`src/rtl/packetizer_pkg.sv`:
```
// Shared state encoding, default framing constant and packet-length helper for
// the sample packetizer and the host-side packet model.
package packetizer_pkg;

    typedef enum logic [2:0] {
        ST_IDLE = 3'd0,
        ST_SYNC = 3'd1,
        ST_SEQ  = 3'd2,
        ST_DATA = 3'd3,
        ST_CSUM = 3'd4
    } pkt_state_t;

    localparam logic [7:0] DEFAULT_SYNC_BYTE = 8'hA5;

    // Bytes per packet: sync, sequence, two bytes per channel, checksum.
    function automatic int unsigned pkt_len(input int unsigned num_channels);
        return 32'd3 + (32'd2 * num_channels);
    endfunction

endpackage

```
`src/rtl/sample_packetizer.sv`:
```
// Serialises one multi-channel ADC frame per input beat into a byte packet:
// SYNC, sequence number, big-endian samples, additive checksum.
module sample_packetizer
    import packetizer_pkg::*;
#(
    parameter int         NUM_CHANNELS = 2,
    parameter logic [7:0] SYNC_BYTE    = DEFAULT_SYNC_BYTE
) (
    input  logic                         sys_clk,
    input  logic                         sys_rst,
    input  logic [16*NUM_CHANNELS-1:0]   s_axis_tdata,
    input  logic                         s_axis_tvalid,
    output logic                         s_axis_tready,
    output logic [7:0]                   m_axis_tdata,
    output logic                         m_axis_tvalid,
    input  logic                         m_axis_tready,
    output logic                         busy,
    output logic [7:0]                   seq_num
);

    localparam int DATA_W    = 16 * NUM_CHANNELS;
    localparam int NUM_BYTES = 2 * NUM_CHANNELS;
    localparam int IDX_W     = $clog2(NUM_BYTES);
    localparam logic [IDX_W-1:0] LAST_IDX = IDX_W'(NUM_BYTES - 1);
    localparam logic [IDX_W-1:0] IDX_ONE  = IDX_W'(1);
    localparam logic [IDX_W-1:0] IDX_ZERO = IDX_W'(0);

    // Sample byte idx in wire order: channel idx/2, high byte on even idx,
    // which lands at bit offset 8*(idx^1) of the frame.
    function automatic logic [7:0] sample_byte(input logic [DATA_W-1:0] frame,
                                               input logic [IDX_W-1:0]  idx);
        logic [7:0] result;
        result = 8'h00;
        for (int b = 0; b < NUM_BYTES; b++) begin
            if (idx == IDX_W'(b)) begin
                result = frame[8*(b ^ 1) +: 8];
            end
        end
        return result;
    endfunction

    pkt_state_t        state_r;
    pkt_state_t        state_s;
    logic [DATA_W-1:0] hold_r;
    logic [DATA_W-1:0] hold_s;
    logic [7:0]        csum_r;
    logic [7:0]        csum_s;
    logic [IDX_W-1:0]  idx_r;
    logic [IDX_W-1:0]  idx_s;
    logic              s_ready_s;
    logic              m_valid_s;
    logic [7:0]        m_data_s;
    logic              busy_s;
    logic [7:0]        seq_s;
    logic [7:0]        byte_s;

    // Next-state and next-output logic for the packet sequencer.
    always_comb begin
        state_s   = state_r;
        hold_s    = hold_r;
        csum_s    = csum_r;
        idx_s     = idx_r;
        s_ready_s = s_axis_tready;
        m_valid_s = m_axis_tvalid;
        m_data_s  = m_axis_tdata;
        busy_s    = busy;
        seq_s     = seq_num;
        byte_s    = 8'h00;

        case (state_r)
            ST_IDLE: begin
                s_ready_s = 1'b1;
                if (s_axis_tvalid && s_axis_tready) begin
                    hold_s    = s_axis_tdata;
                    csum_s    = 8'h00;
                    s_ready_s = 1'b0;
                    m_data_s  = SYNC_BYTE;
                    m_valid_s = 1'b1;
                    busy_s    = 1'b1;
                    state_s   = ST_SYNC;
                end else begin
                    state_s   = ST_IDLE;
                end
            end
            ST_SYNC: begin
                if (m_axis_tready) begin
                    m_data_s = seq_num;
                    csum_s   = csum_r + seq_num;
                    state_s  = ST_SEQ;
                end else begin
                    state_s  = ST_SYNC;
                end
            end
            ST_SEQ: begin
                byte_s = sample_byte(hold_r, IDX_ZERO);
                if (m_axis_tready) begin
                    m_data_s = byte_s;
                    csum_s   = csum_r + byte_s;
                    idx_s    = IDX_ZERO;
                    state_s  = ST_DATA;
                end else begin
                    state_s  = ST_SEQ;
                end
            end
            ST_DATA: begin
                byte_s = sample_byte(hold_r, idx_r + IDX_ONE);
                if (m_axis_tready) begin
                    if (idx_r == LAST_IDX) begin
                        // Checksum already covers every loaded byte.
                        m_data_s = csum_r;
                        state_s  = ST_CSUM;
                    end else begin
                        m_data_s = byte_s;
                        csum_s   = csum_r + byte_s;
                        idx_s    = idx_r + IDX_ONE;
                        state_s  = ST_DATA;
                    end
                end else begin
                    state_s = ST_DATA;
                end
            end
            ST_CSUM: begin
                if (m_axis_tready) begin
                    m_valid_s = 1'b0;
                    busy_s    = 1'b0;
                    s_ready_s = 1'b1;
                    seq_s     = seq_num + 8'd1;
                    state_s   = ST_IDLE;
                end else begin
                    state_s   = ST_CSUM;
                end
            end
            default: begin
                state_s   = ST_IDLE;
                m_valid_s = 1'b0;
                busy_s    = 1'b0;
                s_ready_s = 1'b0;
            end
        endcase
    end

    // State, holding register and registered outputs.
    always_ff @(posedge sys_clk or posedge sys_rst) begin
        if (sys_rst) begin
            state_r       <= ST_IDLE;
            hold_r        <= {DATA_W{1'b0}};
            csum_r        <= 8'h00;
            idx_r         <= IDX_ZERO;
            s_axis_tready <= 1'b0;
            m_axis_tvalid <= 1'b0;
            m_axis_tdata  <= 8'h00;
            busy          <= 1'b0;
            seq_num       <= 8'h00;
        end else begin
            state_r       <= state_s;
            hold_r        <= hold_s;
            csum_r        <= csum_s;
            idx_r         <= idx_s;
            s_axis_tready <= s_ready_s;
            m_axis_tvalid <= m_valid_s;
            m_axis_tdata  <= m_data_s;
            busy          <= busy_s;
            seq_num       <= seq_s;
        end
    end

endmodule

```
`config.mk`:
```
export PLATFORM = sky130hd
export DESIGN_NAME = sample_packetizer
export DESIGN_NICKNAME = d
export VERILOG_FILES = /design/src/rtl/packetizer_pkg.sv /design/src/rtl/sample_packetizer.sv
export SDC_FILE = /design/constraint.sdc
export NUM_CORES = 1
export LEC_CHECK = 0
export ABC_AREA = 0
export CAP_MARGIN = 20
export CORE_ASPECT_RATIO = 1.1
export CORE_UTILIZATION = 54
export DETAILED_ROUTE_END_ITERATION = 10
export GPL_TIMING_DRIVEN = 0
export PLACE_DENSITY = 0.89
export SLEW_MARGIN = 5
export SYNTH_ARGS = -nofsm -noshare
export SYNTH_HDL_FRONTEND = slang
export SYNTH_SLANG_ARGS = --single-unit
```
`constraint.sdc`:
```
create_clock -name sys_clk -period 4.4 [get_ports sys_clk]
set_input_delay 0.44 -clock sys_clk [delete_from_list [all_inputs] [get_ports sys_clk]]
set_output_delay 0.44 -clock sys_clk [all_outputs]
set_load 0.02 [all_outputs]
```
==> flow_metrics.tcl, run 1 <==
set metrics [dict create \
    run_status "completed" \
    nNetsFinal 469 \
    initial_antenna_violation_count 0 \
    postLayoutSetupSlackWorst_ns 0.709 \
    synth_cell_types 52 \
    clock_latency_ns 0.36 \
    io_buffers 53 \
    stdcell_area_um2 4410 \
    gp_congestion 0.890 \
    vias_per_cell 6.05 \
    dpl_worst_slack_ns 0.789 \
    ys_seq_area_frac 0.441 \
    worst-setup-path-type "flip-flop to flip-flop" \
    hold_class "input port to flip-flop" \
    firstDrtPassIters 5 \
    drt_iter0_markers 210 \
    synthTopCellsByCount "sky130_fd_sc_hd__dfrtp_1, sky130_fd_sc_hd__mux2_2, sky130_fd_sc_hd__nand2_1, sky130_fd_sc_hd__o21ai_0, sky130_fd_sc_hd__nor2_1" \
    finalSetupViolCount 0 \
    synthesis.instances 354 \
    cts_sinks 63 \
    ys_ff_latch 63 \
    postCtsResizedCells 0 \
    first_pass_grt_wire_length_mm 14.7 \
    grt.overflow.total 0 \
    cp_slowest_stage_delay_ns 0.52 \
    routed_wl_mm 8.70 \
    syn-cell-area_um2 3580 \
    cts_made_buffers 9 \
    floorplan.core_area_um2 6270 \
    cp_data_arrival_time_ns 3.98 \
    critical_path.cell_chain "inv_1 > ha_1 > clkbuf_1 > nor2b_1 > nor3_1 > a21oi_1 > a211oi_1 > a21o_1 > ha_1 > or4_1 > o22ai_1 > a211oi_1 > or3_1 > nand3_1" \
    ir_drop_mv 0.357 \
    worstSetupEndpointType "flip-flop" \
    initial_core_util 0.571 \
    place_inst 488 \
    placement.cell_area_um2 4230 \
    num_antenna_cells 0 \
    yosys_most_used_dff "sky130_fd_sc_hd__dfrtp_1" \
    holdBufCountCts 0 \
    fraction_of_post_synthesis_cell_area_in_the_top_cell_type_by_area 0.441 \
    synth-edff-count 0 \
    max_transition_viols_final 0 \
    num_rows 30 \
    crit_slowest_cell "sky130_fd_sc_hd__or4_1" \
    worstHoldPathCells 2 \
    proportion_of_layout_cells_with_a_drive_suffix_above_1 0.163 \
    post-cts-setup-buffer-count 0 \
    synth.largest_area_cell "sky130_fd_sc_hd__dfrtp_1" \
    vias 3045 \
    dpl.hpwl_mm 6.55 \
    grt_max_degree 38 \
    maxCapViolCount 0 \
    cp_max_fo 10 \
    drcViolationCount 0 \
    power.total_mw 3.30 \
    final_util 0.704 \
    filler_cell_count 465 \
    finalNonFillerCells 503 \
    ys_warn_count 0 \
    grt_pass1_vias 3025 \
    achievable-frequency_mhz 271 \
    synthMostInstantiatedCell "sky130_fd_sc_hd__dfrtp_1" \
    die_area_um2 6960 \
    whs_ns 0.441 \
    antenna_left 0 \
    clock_tree.htree_level_count 3 \
    rrSetupSlack_ns 0.71 \
    worst_margin_slew_ns 0.773 \
    postSynthAreaPerCell_um2 10.1 \
    power_density_nw_per_um2 747 \
    critPathLaunchType "flip-flop" \
    asr_flop_ratio_synth 1.00 \
    die_x_um 79.6 \
    design.portCount 55 \
    timing.final.crit_share 0.839 \
    top_cells_by_area_synth "sky130_fd_sc_hd__dfrtp_1, sky130_fd_sc_hd__mux2_2, sky130_fd_sc_hd__ha_1" \
    synthesized_net_count 404 \
    finalHoldViolCount 0 \
    syn2layout_area_growth_pct 23.3 \
    reg2reg_depth 14 \
    clock_path_buffers 2 \
    cts_tree "built" \
    die_h_um 87.4 \
    setup-tns-final_ns 0 \
    worst_clock_skew_ns 0.00963 \
    cts.reportedPaths.clkPinSlew_ns 0.07 \
    power.static_leakage_nw 1.97 \
    global_route.usage.total 0.282 \
    clock_tree_root_driver_cell "sky130_fd_sc_hd__clkbuf_8" \
    unrepaired_setup_endpoints_after_global_routing "false" \
    post_drt_wl_per_cell_um 17.3 \
    worst_slew_margin 0.484 \
    worst_ep_required_time_ns 4.69 \
    period_minus_slack_ns 3.69 \
]
-- state kept, by name, indices dropped and copies added (netlist names) --
signal and cells:
busy 1, hold_r 32, m_axis_tdata 8, s_axis_tready 1, seq_num 8, idx_r 2
state_r 3, csum_r 8
-- logic make-up after synthesis --
group	after synthesis	share of synthesized area
mux	32	0.101
fa+ha+maj	14	0.0511
xor+xnor	9	0.0220
buf+inv	35	0.0490
compound gates	101	0.193
flops	63	0.441
simple gates	100	0.143
-- area by class of cell --
cell class	count	area (um2)	area share
Tap cell	80	100	0.0227
Inverter	13	48.8	0.0111
Buffer	22	126	0.0286
Clock inverter	3	17.5	0.00397
Sequential cell	63	1580	0.357
Multi-Input combinational cell	256	1830	0.414
Timing Repair Buffer	54	551	0.125
Clock buffer	12	165	0.0374
-- final timing paths --
path                                 start         endpoint
max                               idx_r[1]        csum_r[7]
min                          m_axis_tready       state_r[1]
max reg2reg                       idx_r[1]        csum_r[7]
min reg2reg                m_axis_tdata[7]  m_axis_tdata[7]
max in group asynchronous          sys_rst  m_axis_tdata[3]
min in group asynchronous          sys_rst         idx_r[1]
-- worst max-delay path: cells and delay by family, from the launching register on --
family | cells | cell delay, ns
AO/OA/AOI/OAI | 5 | 0.92
adder cells (fa/ha/maj) | 2 | 0.52
buffers and inverters | 2 | 0.46
flip-flops | 1 | 0.45
AND/OR/NAND/NOR | 5 | 1.27
-- power breakdown --
group          total (mW)  internal, mW  switching, mW
Clock               0.468         0.245          0.223
Combinational        1.80         0.844          0.952
Sequential           1.03         0.827          0.206
Total                3.30          1.92           1.38
-- cells in the final DEF (no fill, tap or decap), types with 4 or more instances in the layout --
cell type / netlist / routed
sky130_fd_sc_hd__buf_4: 5 / 5
sky130_fd_sc_hd__o21ai_0: 23 / 23
sky130_fd_sc_hd__a211oi_1: 10 / 10
sky130_fd_sc_hd__a21oi_1: 19 / 19
sky130_fd_sc_hd__mux2_2: 30 / 30
sky130_fd_sc_hd__ha_1: 13 / 13
sky130_fd_sc_hd__xnor2_1: 5 / 5
sky130_fd_sc_hd__nor3_1: 12 / 12
sky130_fd_sc_hd__nor2b_1: 18 / 18
sky130_fd_sc_hd__xor2_1: 4 / 4
sky130_fd_sc_hd__a21o_1: 10 / 10
sky130_fd_sc_hd__a221oi_1: 7 / 7
sky130_fd_sc_hd__clkbuf_8: 0 / 12
sky130_fd_sc_hd__a22oi_1: 5 / 5
sky130_fd_sc_hd__nand2_1: 27 / 27
sky130_fd_sc_hd__dfrtp_1: 63 / 63
sky130_fd_sc_hd__a221o_1: 6 / 6
sky130_fd_sc_hd__inv_1: 12 / 11
sky130_fd_sc_hd__nand3_1: 5 / 5
sky130_fd_sc_hd__nor2_1: 21 / 21
sky130_fd_sc_hd__buf_2: 8 / 8
sky130_fd_sc_hd__clkbuf_1: 7 / 7
sky130_fd_sc_hd__clkdlybuf4s50_1: 0 / 53
-- routing by layer --
layer  vias to the layer above  GRT usage  part of all wire
li1                       1405          -                 -
met1                      1487      0.346              0.42
met5                         -          0                 0
met4                         0      0.155             0.029
met3                        26     0.0325             0.056
met2                       127      0.483              0.50
No activity file was read; power rests on OpenSTA's default activity.
==> run 2, diff against run 1 <==
clock period = 3.6 ns   (was 4.4 ns; I/O delays follow)
==> run 2 against run 1 <==
  * Worst setup slack got worse by 0.52 ns
  * Sequential share of layout area decreased by 0.21 points
  * Via count barely moved
  * First-iteration DRC count rose by 19%
  * Die area unchanged
  * Final area increased by 0.74%
  * Final cell count stayed put
  * Combinational power increased by 25%
  * Clock skew barely moved
  * Non-clock buffer count stayed put
  * Sequential cell count unchanged
==> flow_metrics.tcl, run 2 (synthesis gave the netlist of run 1 again) <==
set metrics [dict create \
    layout_commonest_cell "sky130_fd_sc_hd__dfrtp_1" \
    postLayoutSetupSlackWorst_ns 0.188 \
    power_frac_clock 0.140 \
    antenna_left 0 \
    first_pass_grt_wire_length_mm 14.7 \
    dpl_worst_slack_ns -0.0108 \
    worst_ep_required_time_ns 3.83 \
    final_cell_mix "sky130_fd_sc_hd__dfrtp_1, sky130_fd_sc_hd__clkdlybuf4s50_1, sky130_fd_sc_hd__mux2_2" \
    routed_wl_mm 8.70 \
    crit_slowest_cell "sky130_fd_sc_hd__dfrtp_2" \
    gp_congestion 0.890 \
    clock_tree_root_driver_cell "sky130_fd_sc_hd__clkbuf_8" \
    achievable-frequency_mhz 293 \
    dpl.hpwl_mm 6.55 \
    finalSetupViolCount 0 \
    drt_iter0_markers 249 \
    maxCapViolCount 0 \
    placement.cell_area_um2 4230 \
    timing.final.crit_share 0.948 \
    vias 3042 \
    cts.reportedPaths.clkPinSlew_ns 0.07 \
    num_antenna_cells 0 \
    critical_path.cell_chain "inv_1 > ha_2 > buf_6 > a221oi_2 > nor3_1 > a21oi_1 > a211oi_1 > a21o_1 > ha_1 > inv_1 > fa_1 > nor2b_1 > o21ai_1 > a21boi_1 > o21a_1 > or3_1 > a32o_1" \
    firstDrtPassIters 5 \
    post_drt_wl_per_cell_um 17.3 \
    worst_clock_skew_ns 0.00996 \
    pwr-share-seq 0.309 \
    power.total_mw 4.08 \
    critPathBufInv 3 \
    filler_cell_count 462 \
    syn2layout_area_growth_pct 24.2 \
    cp_max_fo 10 \
    initial_antenna_violation_count 0 \
    grt_max_degree 38 \
    nNetsFinal 469 \
    cts_made_buffers 9 \
    cts_sinks 63 \
    hold_class "input port to flip-flop" \
    clock_path_buffers 2 \
    finalHoldViolCount 0 \
    power_report.internal_total_mw 2.38 \
    die_h_um 87.4 \
    regMostFlops "hold_r" \
    design.portCount 55 \
    power.combinational.fraction 0.551 \
    floorplan.core_area_um2 6270 \
    worst-setup-path-type "flip-flop to flip-flop" \
    clock_latency_ns 0.36 \
    layout.area.seq_um2 1580 \
    ir_drop_mv 0.441 \
    multi_input_comb_area_um2 1850 \
    cp_data_arrival_time_ns 3.65 \
    grt.overflow.total 0 \
    worstSetupEndpointType "flip-flop" \
    place_inst 488 \
    critPathLaunchType "flip-flop" \
    switching_power_mw 1.70 \
    holdBufCountCts 0 \
    period_minus_slack_ns 3.41 \
    proportion_of_layout_cells_with_a_drive_suffix_above_1 0.184 \
    num_rows 30 \
    stdcell_area_um2 4440 \
    power.static_leakage_nw 1.98 \
    critPathMostFrequentCell "sky130_fd_sc_hd__inv_1" \
    global_route.usage.total 0.282 \
    worst_margin_slew_ns 0.782 \
    run_status "completed" \
    max_transition_viols_final 0 \
    clock_tree.htree_level_count 3 \
    io_buffers 53 \
    whs_ns 0.362 \
    worst_slew_margin 0.478 \
    drcViolationCount 0 \
    vias_per_cell 6.05 \
    cts_tree "built" \
    timing.critical_path.max_delay_family "compound AO/OA/AOI/OAI gates" \
    unrepaired_setup_endpoints_after_global_routing "true" \
    cp_slowest_stage_delay_ns 0.42 \
    grt_pass1_vias 3025 \
    finalNonFillerCells 503 \
    initial_core_util 0.571 \
    largest_register_ff_count 32 \
    die_area_um2 6960 \
    power_density_nw_per_um2 918 \
    swShare 0.417 \
    die_x_um 79.6 \
]
==> run 2: final cells by class <==
cell class / count / share of cell area
sequential: 63 / 0.355
multi-input combinational: 256 / 0.416
clock inverter: 3 / 0.00394
inverter: 13 / 0.0110
buffer: 21 / 0.0284
tap: 80 / 0.0225
clock buffer: 12 / 0.0372
timing repair buffer: 55 / 0.126
==> run 2: path summary, 6_finish.rpt <==
| check | slack [ns] | to | cells past startpoint | start |
|---|---|---|---|---|
| worst max-delay path | 0.19 | csum_r[6] | 17 | idx_r[1] |
| worst min-delay path | 0.36 | state_r[1] | 2 | m_axis_tready |
| worst max register to register | 0.19 | csum_r[6] | 17 | idx_r[1] |
| worst min register to register | 0.49 | m_axis_tdata[7] | 2 | m_axis_tdata[7] |
| max in group asynchronous | 2.51 | m_axis_tdata[3] | 3 | sys_rst |
| min in group asynchronous | 0.47 | s_axis_tready | 2 | sys_rst |
==> run 2: worst register-to-register path, cell delays in order, from the launching register on <==
cell and delay [ns]:
sky130_fd_sc_hd__dfrtp_2 0.42, sky130_fd_sc_hd__inv_1 0.08, sky130_fd_sc_hd__ha_2 0.22, sky130_fd_sc_hd__buf_6 0.15, sky130_fd_sc_hd__a221oi_2 0.28, sky130_fd_sc_hd__nor3_1 0.07
sky130_fd_sc_hd__a21oi_1 0.20, sky130_fd_sc_hd__a211oi_1 0.11, sky130_fd_sc_hd__a21o_1 0.16, sky130_fd_sc_hd__ha_1 0.22, sky130_fd_sc_hd__inv_1 0.08, sky130_fd_sc_hd__fa_1 0.21
sky130_fd_sc_hd__nor2b_1 0.06, sky130_fd_sc_hd__o21ai_1 0.17, sky130_fd_sc_hd__a21boi_1 0.12, sky130_fd_sc_hd__o21a_1 0.19, sky130_fd_sc_hd__or3_1 0.30, sky130_fd_sc_hd__a32o_1 0.25
==> run 2: stage by stage <==
step	utilization	setup TNS, ns
global placement	0.671	0
floorplan	-	0
CTS	0.704	0
global route	0.709	-0.0345
finish	0.709	0
detailed placement	0.675	-0.0108
==> run 2: what timing repair did <==
| item | 4_1_cts | 5_1_grt |
|---|---|---|
| endpoints found under the setup margin | 2 | 2 |
| resized for setup | 2 | 9 |
| gates cloned | 0 | 0 |
| buffers inserted | 0 | 1 |
| pin swaps | 0 | 1 |
==> run 2: power by group through the flow <==
stage,registers [mW],logic [mW],clock network [mW]
finish,1.26,2.25,0.571
global route,1.29,2.50,0.603
CTS,1.26,2.18,0.578
detailed placement,1.27,2.16,0
global placement,1.25,2.08,0
floorplan,1.24,1.58,0
==> run 2: metal layers <==
metal,share of wire,global-route usage,up-vias
met3,0.057,0.0325,25
met4,0.025,0.155,0
li1,-,-,1407
met5,0,0,-
met2,0.50,0.483,138
met1,0.42,0.346,1472
==> run 3, diff against run 2 <==
CORE_UTILIZATION = 35   (was 54)
PLACE_DENSITY = 0.65   (was 0.89)
==> run 3 against run 2 <==
  * Die area increased by 53%
  * Sequential power about the same
  * Largest power group unchanged
  * Clock-buffer cell count decreased by 2
==> flow_metrics.tcl, run 3 (synthesis gave the netlist of run 1 again) <==
set metrics [dict create \
    run_status "completed" \
    power_density_nw_per_um2 930 \
    die_h_um 108 \
    pwr-share-seq 0.300 \
    rrSetupSlack_ns 0.16 \
    stdcell_area_um2 4540 \
    num_rows 38 \
    worst_margin_slew_ns 0.819 \
    post_drt_wl_per_cell_um 16.8 \
    maxCapViolCount 0 \
    die_area_um2 10600 \
    worst_ep_required_time_ns 3.90 \
    die_x_um 98.4 \
    first_pass_grt_wire_length_mm 15.2 \
    antenna_left 0 \
    filler_cell_count 967 \
    drcViolationCount 0 \
    finalSetupViolCount 0 \
    ir_drop_mv 0.379 \
    layout.area.seq_um2 1580 \
    vias 2981 \
    hold_class "input port to flip-flop" \
    cp_max_fo 10 \
    worst-setup-path-type "flip-flop to flip-flop" \
    io_buffers 53 \
    cts.reportedPaths.clkPinSlew_ns 0.08 \
    switching_power_mw 1.74 \
    initial_core_util 0.362 \
    grt_max_degree 39 \
    swShare 0.411 \
    initial_antenna_violation_count 0 \
    gp_congestion 0.871 \
    finalHoldViolCount 0 \
    nNetsFinal 468 \
    design.portCount 55 \
    final_util 0.460 \
    largest_register_ff_count 32 \
    power.combinational.fraction 0.531 \
    achievable-frequency_mhz 291 \
    layout_commonest_cell "sky130_fd_sc_hd__dfrtp_1" \
    dpl.hpwl_mm 6.89 \
    cp_data_arrival_time_ns 3.74 \
    worstSetupEndpointType "flip-flop" \
    routed_wl_mm 9.10 \
    period_minus_slack_ns 3.44 \
    num_antenna_cells 0 \
    final_cell_mix "sky130_fd_sc_hd__dfrtp_1, sky130_fd_sc_hd__clkdlybuf4s50_1, sky130_fd_sc_hd__mux2_2" \
    grt_pass1_vias 2972 \
    worst_slew_margin 0.453 \
    holdBufCountCts 0 \
    clock_tree_root_driver_cell "sky130_fd_sc_hd__clkbuf_8" \
    power_frac_clock 0.169 \
    proportion_of_layout_cells_with_a_drive_suffix_above_1 0.194 \
    power_report.internal_total_mw 2.49 \
    cts_sinks 63 \
    clock_latency_ns 0.36 \
    critPathLaunchType "flip-flop" \
    clock_path_buffers 2 \
    cts_made_buffers 9 \
    power.total_mw 4.23 \
    clock_tree.htree_level_count 3 \
    firstDrtPassIters 8 \
    floorplan.core_area_um2 9890 \
    drt_iter0_markers 189 \
    vias_per_cell 5.49 \
    max_transition_viols_final 0 \
    syn2layout_area_growth_pct 27.0 \
    setup-tns-final_ns 0 \
    multi_input_comb_area_um2 1860 \
    timing.final.crit_share 0.954 \
    grt.overflow.total 0 \
    placement.cell_area_um2 4280 \
    regMostFlops "hold_r" \
    worst_clock_skew_ns 0.00520 \
    cts_tree "built" \
    global_route.usage.total 0.187 \
    power.static_leakage_nw 1.99 \
]
-- run 3: changes by cell type in the layout (fill, tap and decap cells not counted), moves of 2 or more --
cell	change
sky130_fd_sc_hd__a21oi_2	+2
sky130_fd_sc_hd__clkbuf_8	-2
sky130_fd_sc_hd__clkinv_2	-2
sky130_fd_sc_hd__a21oi_1	-2
sky130_fd_sc_hd__bufinv_16	+2
-- run 3: final timing paths --
path	start	to	cells after the start
setup / recovery	idx_r[1]	csum_r[7]	16
min in group asynchronous	sys_rst	hold_r[26]	2
max in group asynchronous	sys_rst	m_axis_tdata[0]	3
setup reg to reg	idx_r[1]	csum_r[7]	16
hold / removal	m_axis_tready	state_r[1]	2
hold reg to reg	m_axis_tdata[7]	m_axis_tdata[7]	2
-- run 3: critical path, cell delays in order (launching register included) --
cell and delay (ns):
sky130_fd_sc_hd__dfrtp_2 0.46, sky130_fd_sc_hd__inv_1 0.10, sky130_fd_sc_hd__ha_2 0.26, sky130_fd_sc_hd__buf_6 0.16, sky130_fd_sc_hd__nor2b_1 0.05, sky130_fd_sc_hd__a221oi_1 0.26, sky130_fd_sc_hd__nor3_1 0.10, sky130_fd_sc_hd__a21oi_1 0.23
sky130_fd_sc_hd__nand2_1 0.11, sky130_fd_sc_hd__a22o_1 0.20, sky130_fd_sc_hd__ha_1 0.31, sky130_fd_sc_hd__a211oi_2 0.28, sky130_fd_sc_hd__nor2_1 0.10, sky130_fd_sc_hd__o22ai_1 0.20, sky130_fd_sc_hd__a211oi_1 0.09, sky130_fd_sc_hd__or3_1 0.38
sky130_fd_sc_hd__nand3_1 0.08
-- run 3: what timing repair did --
action	in CTS	in global routing
gates resized for setup	1	13
setup endpoints to repair	1	3
buffers inserted	0	1
-- run 3: area by class of cell --
class	count	share of cell area
multi-input combinational	256	0.409
buffer	20	0.0264
clock inverter	6	0.0204
tap	120	0.0330
inverter	13	0.0107
timing repair buffer	55	0.123
clock buffer	10	0.0303
sequential	63	0.347
-- run 3: routing by layer --
layer | vias to the layer above | part of all wire | global-route usage
li1 | 1405 | - | -
met1 | 1430 | 0.45 | 0.249
met2 | 124 | 0.47 | 0.293
met3 | 22 | 0.057 | 0.0433
met4 | 0 | 0.020 | 0.0778
met5 | - | 0 | 0
-- run 3: power groups by stage --
stage	Clock (mW)	Sequential (mW)	Combinational, mW
after global routing	0.769	1.31	2.50
after CTS	0.730	1.26	2.17
after global placement	0	1.27	2.11
after floorplan	0	1.24	1.58
final	0.716	1.27	2.24
after detailed placement	0	1.27	2.16
-- run 3: stage by stage --
step / hold slack, ns / cells / worst slack, ns
after global routing: 0.353 / 543 / -0.00596
after detailed placement: 0.488 / 528 / -0.0103
final: 0.341 / 543 / 0.165
after floorplan: 0.458 / 354 / 0.433
after global placement: 0.480 / 527 / 0.0547
after CTS: 0.331 / 544 / 0.0105
